--- config.mk ---
export PLATFORM = sky130hd
export DESIGN_NAME = hash_table_cmd_master_flat
export DESIGN_NICKNAME = d
export VERILOG_FILES = /design/src/rtl/hash_table_cmd_master_if.sv /design/src/rtl/hash_table_cmd_master.sv /design/src/flat_wrapper.sv
export SDC_FILE = /design/constraint.sdc
export NUM_CORES = 1
export LEC_CHECK = 0
export BUFFER_PORTS_ARGS = -buffer_cell sky130_fd_sc_hd__buf_2
export CAP_MARGIN = 15
export CELL_PAD_IN_SITES_DETAIL_PLACEMENT = 0
export CELL_PAD_IN_SITES_GLOBAL_PLACEMENT = 1
export CORE_UTILIZATION = 35
export CTS_CLUSTER_DIAMETER = 40
export DETAILED_ROUTE_END_ITERATION = 10
export PLACE_DENSITY = 0.91
export RECOVER_POWER = 25
export REMOVE_ABC_BUFFERS = 1
export SYNTH_ARGS = -nofsm -noshare
export SYNTH_HDL_FRONTEND = slang
export SYNTH_SLANG_ARGS = --single-unit
--- constraint.sdc ---
create_clock -name clk -period 2.89 [get_ports clk]
set_input_delay 0 -clock clk [delete_from_list [all_inputs] [get_ports clk]]
set_output_delay 0 -clock clk [all_outputs]
set_load 0.05 [all_outputs]
--- src/rtl/hash_table_cmd_master_if.sv ---
// Command/response stream between the hash table command master and axi_wrapper.
// The master modport is the initiator side; the slave modport is the axi_wrapper side.
interface hash_table_cmd_master_if;
  logic [31:0] cmd_data_o;
  logic        cmd_valid_o;
  logic        cmd_ready_i;
  logic [31:0] res_data_i;
  logic        res_valid_i;
  logic        res_ready_o;

  modport master (
    output cmd_data_o, cmd_valid_o, res_ready_o,
    input  cmd_ready_i, res_data_i, res_valid_i
  );

  modport slave (
    input  cmd_data_o, cmd_valid_o, res_ready_o,
    output cmd_ready_i, res_data_i, res_valid_i
  );
endinterface

--- src/rtl/hash_table_cmd_master.sv ---
// Packs host requests into 32-bit hash table commands and returns the in-order
// responses to the host, tagged with the key of the command each one answers.
module hash_table_cmd_master #(
  parameter int KEY_WIDTH       = 4,
  parameter int DATA_WIDTH      = 26,
  parameter int MAX_OUTSTANDING = 4
) (
  input  logic                                 clk,
  input  logic                                 reset,
  input  logic                                 req_valid,
  output logic                                 req_ready,
  input  logic [1:0]                           req_op,
  input  logic [KEY_WIDTH-1:0]                 req_key,
  input  logic [DATA_WIDTH-1:0]                req_data,
  output logic                                 rsp_valid,
  input  logic                                 rsp_ready,
  output logic                                 rsp_found,
  output logic                                 rsp_is_write,
  output logic [KEY_WIDTH-1:0]                 rsp_key,
  output logic [DATA_WIDTH-1:0]                rsp_data,
  output logic [$clog2(MAX_OUTSTANDING):0]     outstanding,
  output logic [7:0]                           illegal_cnt,
  output logic                                 orphan_err,
  hash_table_cmd_master_if.master              bus
);

  localparam int CNT_W = $clog2(MAX_OUTSTANDING) + 1;
  localparam int PTR_W = $clog2(MAX_OUTSTANDING);
  localparam logic [CNT_W-1:0] MAX_CNT = CNT_W'(MAX_OUTSTANDING);

  typedef enum logic [1:0] {
    OP_NONE  = 2'b00,
    OP_READ  = 2'b01,
    OP_WRITE = 2'b10,
    OP_BAD   = 2'b11
  } op_e;

  logic [31:0]          cmd_data_q;
  logic                 cmd_valid_q;
  logic                 req_accept;
  logic                 req_legal;
  logic                 tag_push;
  logic                 tag_pop;
  logic                 res_ready;
  logic                 res_fire;
  logic [KEY_WIDTH-1:0] tag_mem [MAX_OUTSTANDING];
  logic [PTR_W-1:0]     wr_ptr;
  logic [PTR_W-1:0]     rd_ptr;

  assign req_ready  = (!cmd_valid_q || bus.cmd_ready_i) && (outstanding < MAX_CNT);
  assign req_accept = req_valid && req_ready;
  assign req_legal  = (op_e'(req_op) == OP_WRITE) || (op_e'(req_op) == OP_READ);
  assign tag_push   = req_accept && req_legal;
  assign res_ready  = !rsp_valid || rsp_ready;
  assign res_fire   = bus.res_valid_i && res_ready;
  assign tag_pop    = res_fire && (outstanding != '0);

  assign bus.cmd_data_o  = cmd_data_q;
  assign bus.cmd_valid_o = cmd_valid_q;
  assign bus.res_ready_o = res_ready;

  // The command register is only reloaded once the previous word has been taken.
  always_ff @(posedge clk) begin
    if (reset) begin
      cmd_valid_q <= 1'b0;
      cmd_data_q  <= '0;
    end else if (tag_push) begin
      cmd_valid_q <= 1'b1;
      cmd_data_q  <= {req_op, req_key, req_data};
    end else if (bus.cmd_ready_i) begin
      cmd_valid_q <= 1'b0;
    end
  end

  // Tag FIFO occupancy always equals outstanding, so the count doubles as the fill level.
  always_ff @(posedge clk) begin
    if (tag_push) begin
      tag_mem[wr_ptr] <= req_key;
    end
  end

  always_ff @(posedge clk) begin
    if (reset) begin
      wr_ptr      <= '0;
      rd_ptr      <= '0;
      outstanding <= '0;
    end else begin
      if (tag_push) begin
        wr_ptr <= wr_ptr + 1'b1;
      end
      if (tag_pop) begin
        rd_ptr <= rd_ptr + 1'b1;
      end
      case ({tag_push, tag_pop})
        2'b10:   outstanding <= outstanding + CNT_W'(1);
        2'b01:   outstanding <= outstanding - CNT_W'(1);
        default: outstanding <= outstanding;
      endcase
    end
  end

  always_ff @(posedge clk) begin
    if (reset) begin
      illegal_cnt <= '0;
    end else if (req_accept && !req_legal && (illegal_cnt != 8'hFF)) begin
      illegal_cnt <= illegal_cnt + 8'd1;
    end
  end

  // A response with nothing outstanding is swallowed and only flagged.
  always_ff @(posedge clk) begin
    if (reset) begin
      rsp_valid    <= 1'b0;
      rsp_found    <= 1'b0;
      rsp_is_write <= 1'b0;
      rsp_key      <= '0;
      rsp_data     <= '0;
      orphan_err   <= 1'b0;
    end else begin
      if (tag_pop) begin
        rsp_valid    <= 1'b1;
        rsp_found    <= bus.res_data_i[31];
        rsp_is_write <= bus.res_data_i[30];
        rsp_key      <= tag_mem[rd_ptr];
        rsp_data     <= bus.res_data_i[DATA_WIDTH-1:0];
      end else if (rsp_ready) begin
        rsp_valid <= 1'b0;
      end
      if (res_fire && (outstanding == '0)) begin
        orphan_err <= 1'b1;
      end
    end
  end

endmodule

--- src/flat_wrapper.sv ---
// flat-port wrapper written by rule: the top's interface ports become plain ports
module hash_table_cmd_master_flat 
#(
  parameter int KEY_WIDTH       = 4,
  parameter int DATA_WIDTH      = 26,
  parameter int MAX_OUTSTANDING = 4
)
  (clk, reset, req_valid, req_ready, req_op, req_key, req_data, rsp_valid, rsp_ready, rsp_found, rsp_is_write, rsp_key, rsp_data, outstanding, illegal_cnt, orphan_err, bus_cmd_data_o, bus_cmd_valid_o, bus_res_ready_o, bus_cmd_ready_i, bus_res_data_i, bus_res_valid_i);
  hash_table_cmd_master_if bus_i ();
  input  logic clk;
  input  logic reset;
  input  logic req_valid;
  output logic req_ready;
  input  logic [1:0] req_op;
  input  logic [KEY_WIDTH-1:0] req_key;
  input  logic [DATA_WIDTH-1:0] req_data;
  output logic rsp_valid;
  input  logic rsp_ready;
  output logic rsp_found;
  output logic rsp_is_write;
  output logic [KEY_WIDTH-1:0] rsp_key;
  output logic [DATA_WIDTH-1:0] rsp_data;
  output logic [$clog2(MAX_OUTSTANDING):0] outstanding;
  output logic [7:0] illegal_cnt;
  output logic orphan_err;
  output wire logic [$bits(bus_i.cmd_data_o)-1:0] bus_cmd_data_o;
  output wire logic [$bits(bus_i.cmd_valid_o)-1:0] bus_cmd_valid_o;
  output wire logic [$bits(bus_i.res_ready_o)-1:0] bus_res_ready_o;
  input wire logic [$bits(bus_i.cmd_ready_i)-1:0] bus_cmd_ready_i;
  input wire logic [$bits(bus_i.res_data_i)-1:0] bus_res_data_i;
  input wire logic [$bits(bus_i.res_valid_i)-1:0] bus_res_valid_i;
  assign bus_cmd_data_o = bus_i.cmd_data_o;
  assign bus_cmd_valid_o = bus_i.cmd_valid_o;
  assign bus_res_ready_o = bus_i.res_ready_o;
  assign bus_i.cmd_ready_i = bus_cmd_ready_i;
  assign bus_i.res_data_i = bus_res_data_i;
  assign bus_i.res_valid_i = bus_res_valid_i;
  hash_table_cmd_master #(.KEY_WIDTH(KEY_WIDTH), .DATA_WIDTH(DATA_WIDTH), .MAX_OUTSTANDING(MAX_OUTSTANDING)) u_core (.clk(clk), .reset(reset), .req_valid(req_valid), .req_ready(req_ready), .req_op(req_op), .req_key(req_key), .req_data(req_data), .rsp_valid(rsp_valid), .rsp_ready(rsp_ready), .rsp_found(rsp_found), .rsp_is_write(rsp_is_write), .rsp_key(rsp_key), .rsp_data(rsp_data), .outstanding(outstanding), .illegal_cnt(illegal_cnt), .orphan_err(orphan_err), .bus(bus_i));
endmodule
# [Word-level counts from Yosys, hierarchy flattened]
# Memories as Yosys holds them, arrays and structs flattened. A register that Yosys moved wholly into a read port is not among the register bits.
# Index checks and enable logic that the tools add are counted.
[classes] addsub=5 magnitude_cmp=1 eq_ne=5 n_mux=7 reduce_logical=19
[ops] operator="adder 8 x 1 -> 8 bit (second input constant)" n=1
[ops] operator="logical AND 1 bit" n=8
[ops] operator="inequality test 8 bit (second input constant)" n=1
[ops] operator="two-way mux 1 bit" n=6
[ops] operator="case mux 3 bit (2 select lines)" n=1
[ops] operator="nonzero test 2 bit" n=3
[ops] operator="adder 2 x 1 -> 2 bit (second input constant)" n=2
[ops] operator="equality test 2 x 1 -> 1 bit (second input constant)" n=2
[ops] operator="equality test 2 bit (second input constant)" n=2
[ops] operator="adder 3 x 1 -> 3 bit (second input constant)" n=1
[ops] operator="zero test 1 bit" n=3
[ops] operator="zero test 3 bit" n=1
[ops] operator="logical OR 1 bit" n=3
[ops] operator="< comparator 3 bit (second input constant)" n=1
[ops] operator="nonzero test 3 bit" n=1
[ops] operator="subtractor 3 x 1 -> 3 bit (second input constant)" n=1
[totals] reg_bits=78 ramBits=16 input_bits=70 out_inout_bits=80 word_cells=49 n_memories=1
[memory_table] memory="u_core.tag_mem" depth=4 width=4 rd=1 rd_clocked_by_memory_dff=1 wr=1 line_no="hash_table_cmd_master.sv:46" source="logic [KEY_WIDTH-1:0] tag_mem [MAX_OUTSTANDING];"

# [Depth between registers and ports, before layout]
# Gate-level depths: netlist of the first run.
[depth] word_depth=7 depth_mapped=10 ltp_nobuf=9

# [Worst setup path before layout of the first run]
# No wires, ideal clock.
[synth_timing] path_kind="flip-flop to flip-flop" startpoint="register u_core.rsp_valid" endpoint="register u_core.outstanding[2]" setup_ns=0.070 arrival_time_ns=2.711 required_time_ns=2.820 path_slack_ns=0.108 path_stages_with_launch=11 path_buffers=1 synth_period_minus_slack_ns=2.782 path_cell_list="dfxtp_1 -> nand2b_1 -> nand3_2 -> inv_2 -> buf_2 -> ha_1 -> inv_1 -> fa_1 -> xor2_1 -> or3_1 -> a21oi_1"
[synth_via] elab_chain_len=6 word_cells_on_any_way=8 cone_classes="eq/ne (2); mux (1); reduce/logical (5)"
[synth_rtl] item="from (decl)" line_no="hash_table_cmd_master.sv:15" source="output logic rsp_valid,"
[synth_rtl] item="from (signal assigned)" line_no="hash_table_cmd_master.sv:113" source="rsp_valid <= 1'b0;"
[synth_rtl] item="from (signal assigned)" line_no="hash_table_cmd_master.sv:121" source="rsp_valid <= 1'b1;"
[synth_rtl] item="from (signal assigned)" line_no="hash_table_cmd_master.sv:127" source="rsp_valid <= 1'b0;"
[synth_rtl] item="zero test 1 bit (*)" line_no="hash_table_cmd_master.sv:54" source="assign res_ready = !rsp_valid || rsp_ready;"
[synth_rtl] item="logical OR 1 bit (*)" line_no="hash_table_cmd_master.sv:54"
[synth_rtl] item="net bus_res_ready_o" line_no="flat_wrapper.sv:28" source="output wire logic [$bits(bus_i.res_ready_o)-1:0] bus_res_ready_o;"
[synth_rtl] item="logical AND 1 bit (*)" line_no="hash_table_cmd_master.sv:55" source="assign res_fire = bus.res_valid_i && res_ready;"
[synth_rtl] item="logical AND 1 bit (*)" line_no="hash_table_cmd_master.sv:56" source="assign tag_pop = res_fire && (outstanding != '0);"
[synth_rtl] item="net u_core.tag_pop" line_no="hash_table_cmd_master.sv:43" source="logic tag_pop;"
[synth_rtl] item="equality test 2 x 1 -> 1 bit / equality test 2 bit (equally long branches)" line_no="hash_table_cmd_master.sv:94" source="case ({tag_push, tag_pop})"
[synth_rtl] item="case mux 3 bit (2 select lines) / nonzero test 2 bit (equally long branches)"
[synth_rtl] item="to (signal assigned)" line_no="hash_table_cmd_master.sv:95" source="2'b10: outstanding <= outstanding + CNT_W'(1);"
[synth_rtl] item="to (signal assigned)" line_no="hash_table_cmd_master.sv:96" source="2'b01: outstanding <= outstanding - CNT_W'(1);"
[synth_rtl] item="to (signal assigned)" line_no="hash_table_cmd_master.sv:97" source="default: outstanding <= outstanding;"
[synth_rtl] item="to (decl)" line_no="hash_table_cmd_master.sv:21" source="output logic [$clog2(MAX_OUTSTANDING):0] outstanding,"
# The timed path passes the listed nets; every way through them passes the cells marked *.
# A chain may end at the register's enable or synchronous reset.

# [Final worst setup path of the first run]
[layout_timing] startpoint="register u_core.cmd_valid_q, in the netlist u_core.bus.cmd_valid_o" endpoint="register u_core.outstanding[2]"
[layout_via] elab_chain_len=7 word_cells_on_any_way=9 cone_classes="eq/ne (2); mux (1); reduce/logical (6)"
[layout_rtl] item="from (decl)" line_no="hash_table_cmd_master.sv:39" source="logic cmd_valid_q;"
[layout_rtl] item="from (signal assigned)" line_no="hash_table_cmd_master.sv:65" source="cmd_valid_q <= 1'b0;"
[layout_rtl] item="from (signal assigned)" line_no="hash_table_cmd_master.sv:68" source="cmd_valid_q <= 1'b1;"
[layout_rtl] item="from (signal assigned)" line_no="hash_table_cmd_master.sv:71" source="cmd_valid_q <= 1'b0;"
[layout_rtl] item="zero test 1 bit (*)" line_no="hash_table_cmd_master.sv:50" source="assign req_ready = (!cmd_valid_q || bus.cmd_ready_i) && (outstanding < MAX_CNT);"
[layout_rtl] item="logical OR 1 bit (*)" line_no="hash_table_cmd_master.sv:50"
[layout_rtl] item="logical AND 1 bit (*)" line_no="hash_table_cmd_master.sv:50"
[layout_rtl] item="logical AND 1 bit (*)" line_no="hash_table_cmd_master.sv:51" source="assign req_accept = req_valid && req_ready;"
[layout_rtl] item="logical AND 1 bit (*)" line_no="hash_table_cmd_master.sv:53" source="assign tag_push = req_accept && req_legal;"
[layout_rtl] item="equality test 2 x 1 -> 1 bit / equality test 2 bit (equally long branches)" line_no="hash_table_cmd_master.sv:94"
[layout_rtl] item="case mux 3 bit (2 select lines) / nonzero test 2 bit (equally long branches)"
# Mark *: on every way between the ends. The rest lies on a longest branch, timed or not.

==> out/results.ini, run 1 <==
[critical_path]
path_buf_inv = 2
critPathCaptureType = flop
cp_cell_sequence = nor2b_1 > nor3_4 > inv_2 > ha_1 > inv_1 > fa_1 > xor2_1 > or3_1 > a21oi_1
critPathArrivalTime_ns = 2.43
critPathLaunchType = flop
worstSetupPathType = flop to flop
crit_path_max_fanout = 4
path_delay_family = simple AND/OR/NAND/NOR gates
max_stage_delay_ns = 0.37
cp.required_ns = 3.20
critPathSlowestCell = fa_1

[placed_design]
hpwlAfterDp_um = 5911
io_buffers = 145
dpl-instance-area_mm2 = 0.004561
gp_congestion = 0.7621
place_inst = 673

[final_layout]
drive_gt1_share_pct = 22.98
area_growth_pct = 43.20
stdcell_count = 754
fin_util_pct = 51.82
antenna_cells = 0
nNetsFinal = 690
design_area_mm2 = 0.005350

[logic_synthesis]
synth.avg_cell_area_um2 = 9.112
synth.distinct_cells = 37
synthArstFlopShare_pct = 0
synthCells = 410
ys_warn_count = 0
ys.flop_type = dfxtp_1
yosysTopAreaCell = dfxtp_1
synth_area_leaders = dfxtp_1, nand2_1, edfxtp_1
ys_seq_area_share_pct = 56.80
synthesis.area_mm2 = 0.003736
synthDominantCellAreaShare_pct = 43.94
synth_seq_cells = 98
synth_edf_count = 16

[clock_tree]
cts-root-buf = clkbuf_8
cts_made_buffers = 9
clkLatencyLatePin_ns = 0.37
cts_sinks = 98
cts_setup_buffers = 0
cts_tree = yes
htree_num_levels = 3
clk_pin_slew_ns = 0.10
cts_buffer_depth = 2

[timing]
setup_viol = 0
hold_viol_final = 0
finalSetupTns_ns = 0
fin_worst_skew_ns = 0.01028
rsz0062_at_grt = false
finalCritPeriodShare_pct = 73.40
worst_pin_slew_ns = 0.6168
slew_violations = 0
fin_crit_ns = 2.121
max_freq_mhz = 471.4
slew_headroom_pct = 59.05

[die]
die_y_um = 105.3
core-area_mm2 = 0.01032
num_rows = 37
io_pins = 150
dieWidth_um = 105.3
start_util_pct = 36.19
die-area_mm2 = 0.01109

[detailed_routing]
drc = 0
first_pass_iters = 4
ant_nets = 0
via_per_inst = 4.594
drt-wirelength-per-cell_um = 12.28
vias = 3464
drt_iter0_drc = 150
drt_wl_total_um = 9261

[global_routing]
grt_max_degree = 39
grt_pass1_wl_um = 15100
antenna_found_initial = 0
grt.total_usage_pct = 17.04
grt_pass1_vias = 3304
overflow = 0

[power]
p_sw_share_pct = 41.87
seq_power_share_pct = 42.5
clock_power_share_pct = 21.2
p_leak_nw = 2.144
combPwrFrac_pct = 36.3
power.switching_mw = 1.647
power.internal_mw = 2.287
vdd_drop_max_mv = 0.2962
power_density_mw_per_mm2 = 735.3

[run]
cap_viol_max_count = 0

[worst_hold_path]
min-delay-path-class = input port to flop

[status]
status = complete, no violations

repair_timing:
action                                 in CTS  in global routing
setup endpoints to repair                   0                  0
endpoints found under the hold margin      81                  0
hold buffers                               65                  0
resized for setup                           0                  0
kinds of logic after synthesis:
| family | Yosys count | synth area share [%] |
|---|---|---|
| AO/OA/AOI/OAI | 90 | 12.69 |
| XOR/XNOR | 5 | 1.373 |
| adder cells (fa/ha/maj) | 7 | 2.545 |
| buffers and inverters | 33 | 4.186 |
| flip-flops | 98 | 56.80 |
| multiplexers | 5 | 2.713 |
| AND/OR/NAND/NOR | 172 | 19.69 |
through the flow:
stage | hold slack (ns) | worst slack [ns] | power [mW]
floorplan | 0.06907 | -0.6101 | 2.698
global placement | 0.2371 | 0.8352 | 3.048
detailed placement | 0.2403 | 0.7887 | 3.075
CTS | 0.1892 | 0.7679 | 3.983
global route | 0.2401 | 0.6325 | 4.162
finish | 0.2183 | 0.7688 | 3.934
flip-flops by register name, indices dropped and copies added, names as in the netlist, 2 cells and up:
name	cells
u_core.outstanding	3
u_core.tag_mem	16
u_core.rd_ptr	2
u_core.bus.cmd_data_o	32
u_core.rsp_data	26
u_core.rsp_key	4
u_core.illegal_cnt	8
u_core.wr_ptr	2
per-layer routing:
metal	up-vias	track usage, %	part of all wire [%]
li1	1777	-	-
met1	1552	19.49	45
met2	124	30.17	47
met3	11	4.515	6.8
met4	0	6.640	1.6
met5	-	0	0
power groups by stage:
stage / combinational (mW) / clock (mW) / sequential [mW]
6_report: 1.43 / 0.835 / 1.67
5_1_grt: 1.55 / 0.918 / 1.70
4_1_cts: 1.45 / 0.865 / 1.67
3_5_place_dp: 1.37 / 0 / 1.70
3_3_place_gp: 1.36 / 0 / 1.69
2_1_floorplan: 0.467 / 0 / 2.23
final timing paths:
path	cells past startpoint	endpoint	slack, ns	start
hold / removal	5	u_core.bus.cmd_data_o[31]	0.22	req_valid
setup reg to reg	9	u_core.outstanding[2]	0.77	u_core.bus.cmd_valid_o
hold reg to reg	2	u_core.rsp_data[18]	0.46	u_core.rsp_data[18]
setup / recovery	9	u_core.outstanding[2]	0.77	u_core.bus.cmd_valid_o
layout make-up:
class / count / area [um2]
Sequential cell: 98 / 2122
Multi-Input combinational cell: 279 / 1464
Clock inverter: 7 / 60.06
Timing Repair Buffer: 216 / 1376
Clock buffer: 9 / 123.9
Inverter: 9 / 33.78
Fill cell: 935 / 4974
Tap cell: 136 / 170.2
placed cells by master, fill, tap and decap left out, types with 7 or more instances in the layout:
cell,count
nand2_1,130
buf_2,109
dfxtp_1,82
a21oi_1,76
dlygate4sd3_1,65
clkbuf_1,36
edfxtp_1,16
nor2_1,11
clkbuf_8,9
inv_1,7
worst register-to-register path, stage by stage, from the launching register on:
cell and delay [ns]:
dfxtp_1 0.35, nor2b_1 0.37, nor3_4 0.08, inv_2 0.08
ha_1 0.17, inv_1 0.06, fa_1 0.37, xor2_1 0.16
or3_1 0.31, a21oi_1 0.13
synthesized netlist by cell type (4+ instances only):
master / n
nand2_1: 130
dfxtp_1: 82
a21oi_1: 76
edfxtp_1: 16
clkbuf_1: 15
nor2_1: 11
inv_1: 7
ha_1: 6
and2_1: 5
buf_2: 5
or3_1: 5
mux4_2: 4
nor2b_1: 4
o21ai_0: 4
o31ai_1: 4
(Power assumes the default switching activity.)
==> inputs of run 2 (changes only) <==
ABC_AREA = 1   (was unset)
CORE_UTILIZATION = 31   (was 35)
PLACE_DENSITY = 0.86   (was 0.91)
clock period = 1.7 ns   (was 2.89 ns; I/O delays follow)
==> out/results.ini, run 2 <==
[final_layout]
final_cell_mix = nor2_1, buf_2, dfxtp_1, o21ai_0, dlygate4sd3_1
fill_cells = 1166
stdcell_count = 849
final_common_cell = nor2_1
antenna_cells = 0
area_growth_pct = 47.71
largest_reg_flops = 32
drive_gt1_share_pct = 24.38
fin_util_pct = 47.12
nNetsFinal = 753

[logic_synthesis]
ys_warn_count = 0
synth_seq_cells = 98
synthesis.area_mm2 = 0.003847
synthArstFlopShare_pct = 0
synthTopCellsByCount = nor2_1, dfxtp_1, o21ai_0
ys.flop_type = dfxtp_1
yosys.cell_count.top_type = nor2_1
ys_seq_area_share_pct = 55.15
synthDominantCellAreaShare_pct = 42.67
yosysTopAreaCell = dfxtp_1
synth.avg_cell_area_um2 = 8.203
synth_area_leaders = dfxtp_1, nor2_1, edfxtp_1
synthCells = 469
synth.distinct_cells = 29
synth_edf_count = 16

[critical_path]
critPathCaptureType = flop
cp.required_ns = 1.98
critPathArrivalTime_ns = 1.91
crit_path_max_fanout = 4
r2r_cells = 12
worstSetupPathType = flop to flop
critPathLaunchType = flop

[timing]
max_freq_mhz = 613.7
slew_violations = 0
hold_slack_ns = 0.05551
slew_headroom_pct = 58.13
hold_viol_final = 0
finalCritPeriodShare_pct = 95.85
fin_crit_ns = 1.629
fin_worst_skew_ns = 0.004931
setup_viol = 0
worst_pin_slew_ns = 0.6307
rsz0062_at_grt = true

[detailed_routing]
wl_met1_um = 4338
drt_iter0_drc = 225
drc = 0
first_pass_iters = 4
wl_met2_um = 4872
vias = 3768
drt-wirelength-per-cell_um = 11.91
via_per_inst = 4.438
drt_wl_total_um = 10110
ant_nets = 0
topRoutingLayerUsed = met4
routed-wl-met3_um = 668

[clock_tree]
clkLatencyLatePin_ns = 0.34
cts_tree = yes
cts_buffer_depth = 2
cts_sinks = 98
cts_made_buffers = 9
cts-root-buf = clkbuf_16
clk_pin_slew_ns = 0.07
htree_num_levels = 3

[run]
cap_viol_max_count = 0

[die]
num_rows = 40
io_pins = 150
die_y_um = 113.4
core-area_mm2 = 0.01206
die-area_mm2 = 0.01286
start_util_pct = 31.90
dieWidth_um = 113.4

[global_routing]
overflow = 0
grt.total_usage_pct = 15.86
antenna_found_initial = 0
grt_max_degree = 57
grt_pass1_wl_um = 16130
grt_pass1_vias = 3526

[status]
status = complete, no violations

[worst_hold_path]
min-delay-path-class = input port to flop
worstHoldPathCells = 5

[power]
p_leak_nw = 2.560
power_density_mw_per_mm2 = 1555
vdd_drop_max_mv = 0.5093

[placed_design]
place_inst = 772
gp_congestion = 0.7497
io_buffers = 145
hpwlAfterDp_um = 6312

## run 2: cell types whose count changed after synthesis, sizes merged, moves of 4 or more
cell and delta:
or3 -5, o31ai -4, buf +9, mux4 -4
clkbuf -9, nor2 +156, nand2 -100, nor2b -4
a21oi -61, inv +17, o21ai +80, nand3 +6
and2 -5
## run 2: path summary, 6_finish.rpt
| path | start | to | slack, ns |
|---|---|---|---|
| max reg2reg | u_core.outstanding[0] | u_core.outstanding[2] | 0.07 |
| min | rsp_ready | u_core.rsp_valid | 0.06 |
| max | u_core.outstanding[0] | u_core.outstanding[2] | 0.07 |
| min reg2reg | u_core.outstanding[0] | u_core.outstanding[0] | 0.45 |
## run 2: per-layer routing
layer  global-route usage, %  vias to the layer above
met2                   28.55                      132
met4                   6.930                        0
met1                   17.60                     1694
met5                       0                        -
li1                        -                     1924
met3                   4.198                       18
## run 2: cell families (layout without fill, tap and decap cells)
logic type                 count (synthesis)  after routing  synth area share [%]
xor gates and xnor gates                   2              2                0.4554
adders and majority gates                  7              7                 2.472
AOI/OAI and AO/OA                         99             99                 12.98
buffers and inverters                     51            263                 6.439
DFF                                       98             98                 55.15
and+or+nand+nor                          212            212                 22.50
## run 2: area by class of cell
| type | count | area, um2 | share of cell area (%) |
|---|---|---|---|
| clock inverters | 7 | 55.05 | 0.9687 |
| multi-input cells | 320 | 1528 | 26.88 |
| well taps | 168 | 210.2 | 3.699 |
| clock buffers | 9 | 225.2 | 3.963 |
| inverters | 27 | 103.9 | 1.827 |
| flip-flops and latches | 98 | 2126 | 37.41 |
| repair buffers | 220 | 1435 | 25.25 |
## run 2: what timing repair did
item,in CTS,in global routing
pin swaps,0,6
endpoints found under the setup margin,1,2
cloned,0,0
hold buffers,61,0
buffers inserted,0,0
gates resized for setup,4,15
endpoints found under the hold margin,80,0
## run 2: metrics by stage
stage	worst slack [ns]	cell area (um2)	power, mW	setup TNS (ns)
after floorplan	-1.144	3701	5.811	-41.27
after global placement	0.04537	4780	6.754	0
after detailed placement	-0.03625	4780	6.831	-0.03625
after CTS	0.03857	5680	8.910	0
after global routing	-0.04703	5683	9.355	-0.04703
final	0.07055	5683	8.835	0
## run 2: where the power goes
part           internal (mW)  switching (mW)
Combinational          0.989            2.81
Sequential              2.86           0.267
Clock                   1.00           0.907
Total                   4.85            3.98
## run 2: worst max-delay path, cell delays in order (launching register included)
cell and delay [ns]:
dfxtp_2 0.35, inv_1 0.07, nand3_2 0.08, nand2_2 0.07, inv_2 0.08, ha_4 0.14, inv_4 0.03, fa_2 0.38
nor2_2 0.08, nor2_1 0.04, nand2_1 0.07, o21ai_1 0.06, a21oi_1 0.12
==> inputs of run 3 (changes only) <==
CELL_PAD_IN_SITES_DETAIL_PLACEMENT = 2   (was 0)
CELL_PAD_IN_SITES_GLOBAL_PLACEMENT = 2   (was 1)
CORE_MARGIN = 4   (was unset)
CORE_UTILIZATION = 24   (was 31)
SETUP_SLACK_MARGIN = 0.2   (was unset)
==> out/results.ini, run 3 (synthesis gave the netlist of run 2 again) <==
[timing]
setup_viol = 0
fin_worst_skew_ns = 0.008030
finalCritPeriodShare_pct = 98.60
hold_viol_final = 0
finalSetupTns_ns = 0
max_freq_mhz = 596.6
slew_headroom_pct = 56.91
hold_slack_ns = 0.1334
rsz0062_at_grt = true
slew_violations = 0
fin_crit_ns = 1.676
worst_pin_slew_ns = 0.6491

[placed_design]
hpwlAfterDp_um = 9654
gp_congestion = 0.7270
io_buffers = 145

[die]
num_rows = 46
core-area_mm2 = 0.01577
die_y_um = 134.6
die-area_mm2 = 0.01812
io_pins = 150
dieWidth_um = 134.6
start_util_pct = 24.40

[detailed_routing]
wl_met1_um = 6340
drt_iter0_drc = 98
drt_wl_total_um = 16250
first_pass_iters = 4
vias = 4094
routed-wl-met3_um = 909
wl_met2_um = 8725
drc = 0
via_per_inst = 4.460
drt-wirelength-per-cell_um = 17.70
topRoutingLayerUsed = met4
ant_nets = 0

[clock_tree]
cts_made_buffers = 9
cts_sinks = 98
cts-root-buf = clkbuf_16
clkLatencyLatePin_ns = 0.35
clk_pin_slew_ns = 0.07
cts_buffer_depth = 2
htree_num_levels = 3
cts_tree = yes

[critical_path]
r2r_cells = 13
r2r_end = u_core.outstanding[2]
r2r-start = u_core.rsp_valid
critPathLaunchType = flop
critPathArrivalTime_ns = 1.93
crit_path_max_fanout = 3
worstSetupPathType = flop to flop
r2r_slack_ns = 0.02
cp.required_ns = 1.96
critPathLaunch = u_core.rsp_valid
critPathCaptureType = flop

[final_layout]
antenna_cells = 0
final_cell_mix = nor2_1, buf_2, dfxtp_1, o21ai_0, dlygate4sd3_1
largest_reg_flops = 32
fin_util_pct = 38.65
area_growth_pct = 58.44
drive_gt1_share_pct = 30.63
fill_cells = 1810
final_common_cell = nor2_1
nNetsFinal = 774

[status]
status = complete, no violations

[power]
p_sw_share_pct = 45.30
p_leak_nw = 2.776
clock_power_share_pct = 21.5
power.switching_mw = 4.366
power_density_mw_per_mm2 = 1581
finalPower_mw = 9.637
combPwrFrac_pct = 45.7
power.internal_mw = 5.271
vdd_drop_max_mv = 0.5086
seq_power_share_pct = 32.8

[worst_hold_path]
min_to = u_core.orphan_err
min-delay-path-class = input port to flop
hp-start = bus_res_valid_i
worstHoldPathCells = 6

[global_routing]
antenna_found_initial = 0
grt_pass1_vias = 4599
grt_max_degree = 40
grt_pass1_wl_um = 24520
overflow = 0
grt.total_usage_pct = 17.16

[run]
cap_viol_max_count = 0

## run 3: how the worst max path moves through the flow
| stage | endpoint | slack, ns | depth (start not counted) |
|---|---|---|---|
| after floorplan | u_core.outstanding[2] | -1.14 | 13 |
| after global placement | u_core.outstanding[2] | 0.03 | 13 |
| after detailed placement | u_core.outstanding[2] | -0.12 | 13 |
| after CTS | u_core.outstanding[2] | 0.007 | 12 |
| after global routing | u_core.outstanding[2] | -0.13 | 13 |
| final | u_core.outstanding[2] | 0.02 | 13 |
## run 3: final cells by class
cell class / count / area [um2] / area share [%]
Clock buffer: 10 / 229.0 / 3.756
Clock inverter: 6 / 66.31 / 1.088
Inverter: 27 / 103.9 / 1.704
Multi-Input combinational cell: 321 / 1614 / 26.48
Sequential cell: 98 / 2130 / 34.93
Tap cell: 216 / 270.3 / 4.433
Timing Repair Buffer: 240 / 1683 / 27.61
## run 3: repair_timing
item                                   4_1_cts  5_1_grt
hold buffers                                62        0
buffers inserted                             4        7
setup endpoints to repair                   24       35
gates cloned                                 0        5
resized for setup                           25       28
endpoints found under the hold margin       80        0
pin swaps                                    9        8
## run 3: critical path, cell delays in order (launching register included)
cell	delay, ns
dfxtp_2	0.33
nand2_2	0.09
nand2_2	0.07
inv_2	0.05
nand2_2	0.05
inv_2	0.07
ha_4	0.14
inv_4	0.04
fa_2	0.34
nor2_2	0.09
nor2_1	0.05
nand2_1	0.07
o21ai_1	0.06
a21oi_1	0.16
## run 3: power by group through the flow
stage | sequential, mW | combinational [mW] | clock, mW
floorplan | 4.71 | 1.10 | 0
global placement | 3.14 | 3.75 | 0
detailed placement | 3.17 | 3.93 | 0
CTS | 3.14 | 4.18 | 2.15
global route | 3.22 | 4.75 | 2.24
finish | 3.16 | 4.41 | 2.07
## run 3: metrics by stage
step | setup WS [ns] | cell area (um2) | std cells
2_1_floorplan | -1.144 | 3701 | 445
3_3_place_gp | 0.02562 | 4870 | 824
3_5_place_dp | -0.1212 | 4870 | 824
4_1_cts | 0.006610 | 5893 | 906
5_1_grt | -0.1304 | 6096 | 918
6_report | 0.02384 | 6096 | 918
## run 3: per-layer routing
layer	vias to the layer above	track usage [%]
li1	1974	-
met1	1972	18.40
met2	123	32.57
met3	25	4.545
met4	0	5.600
met5	-	0
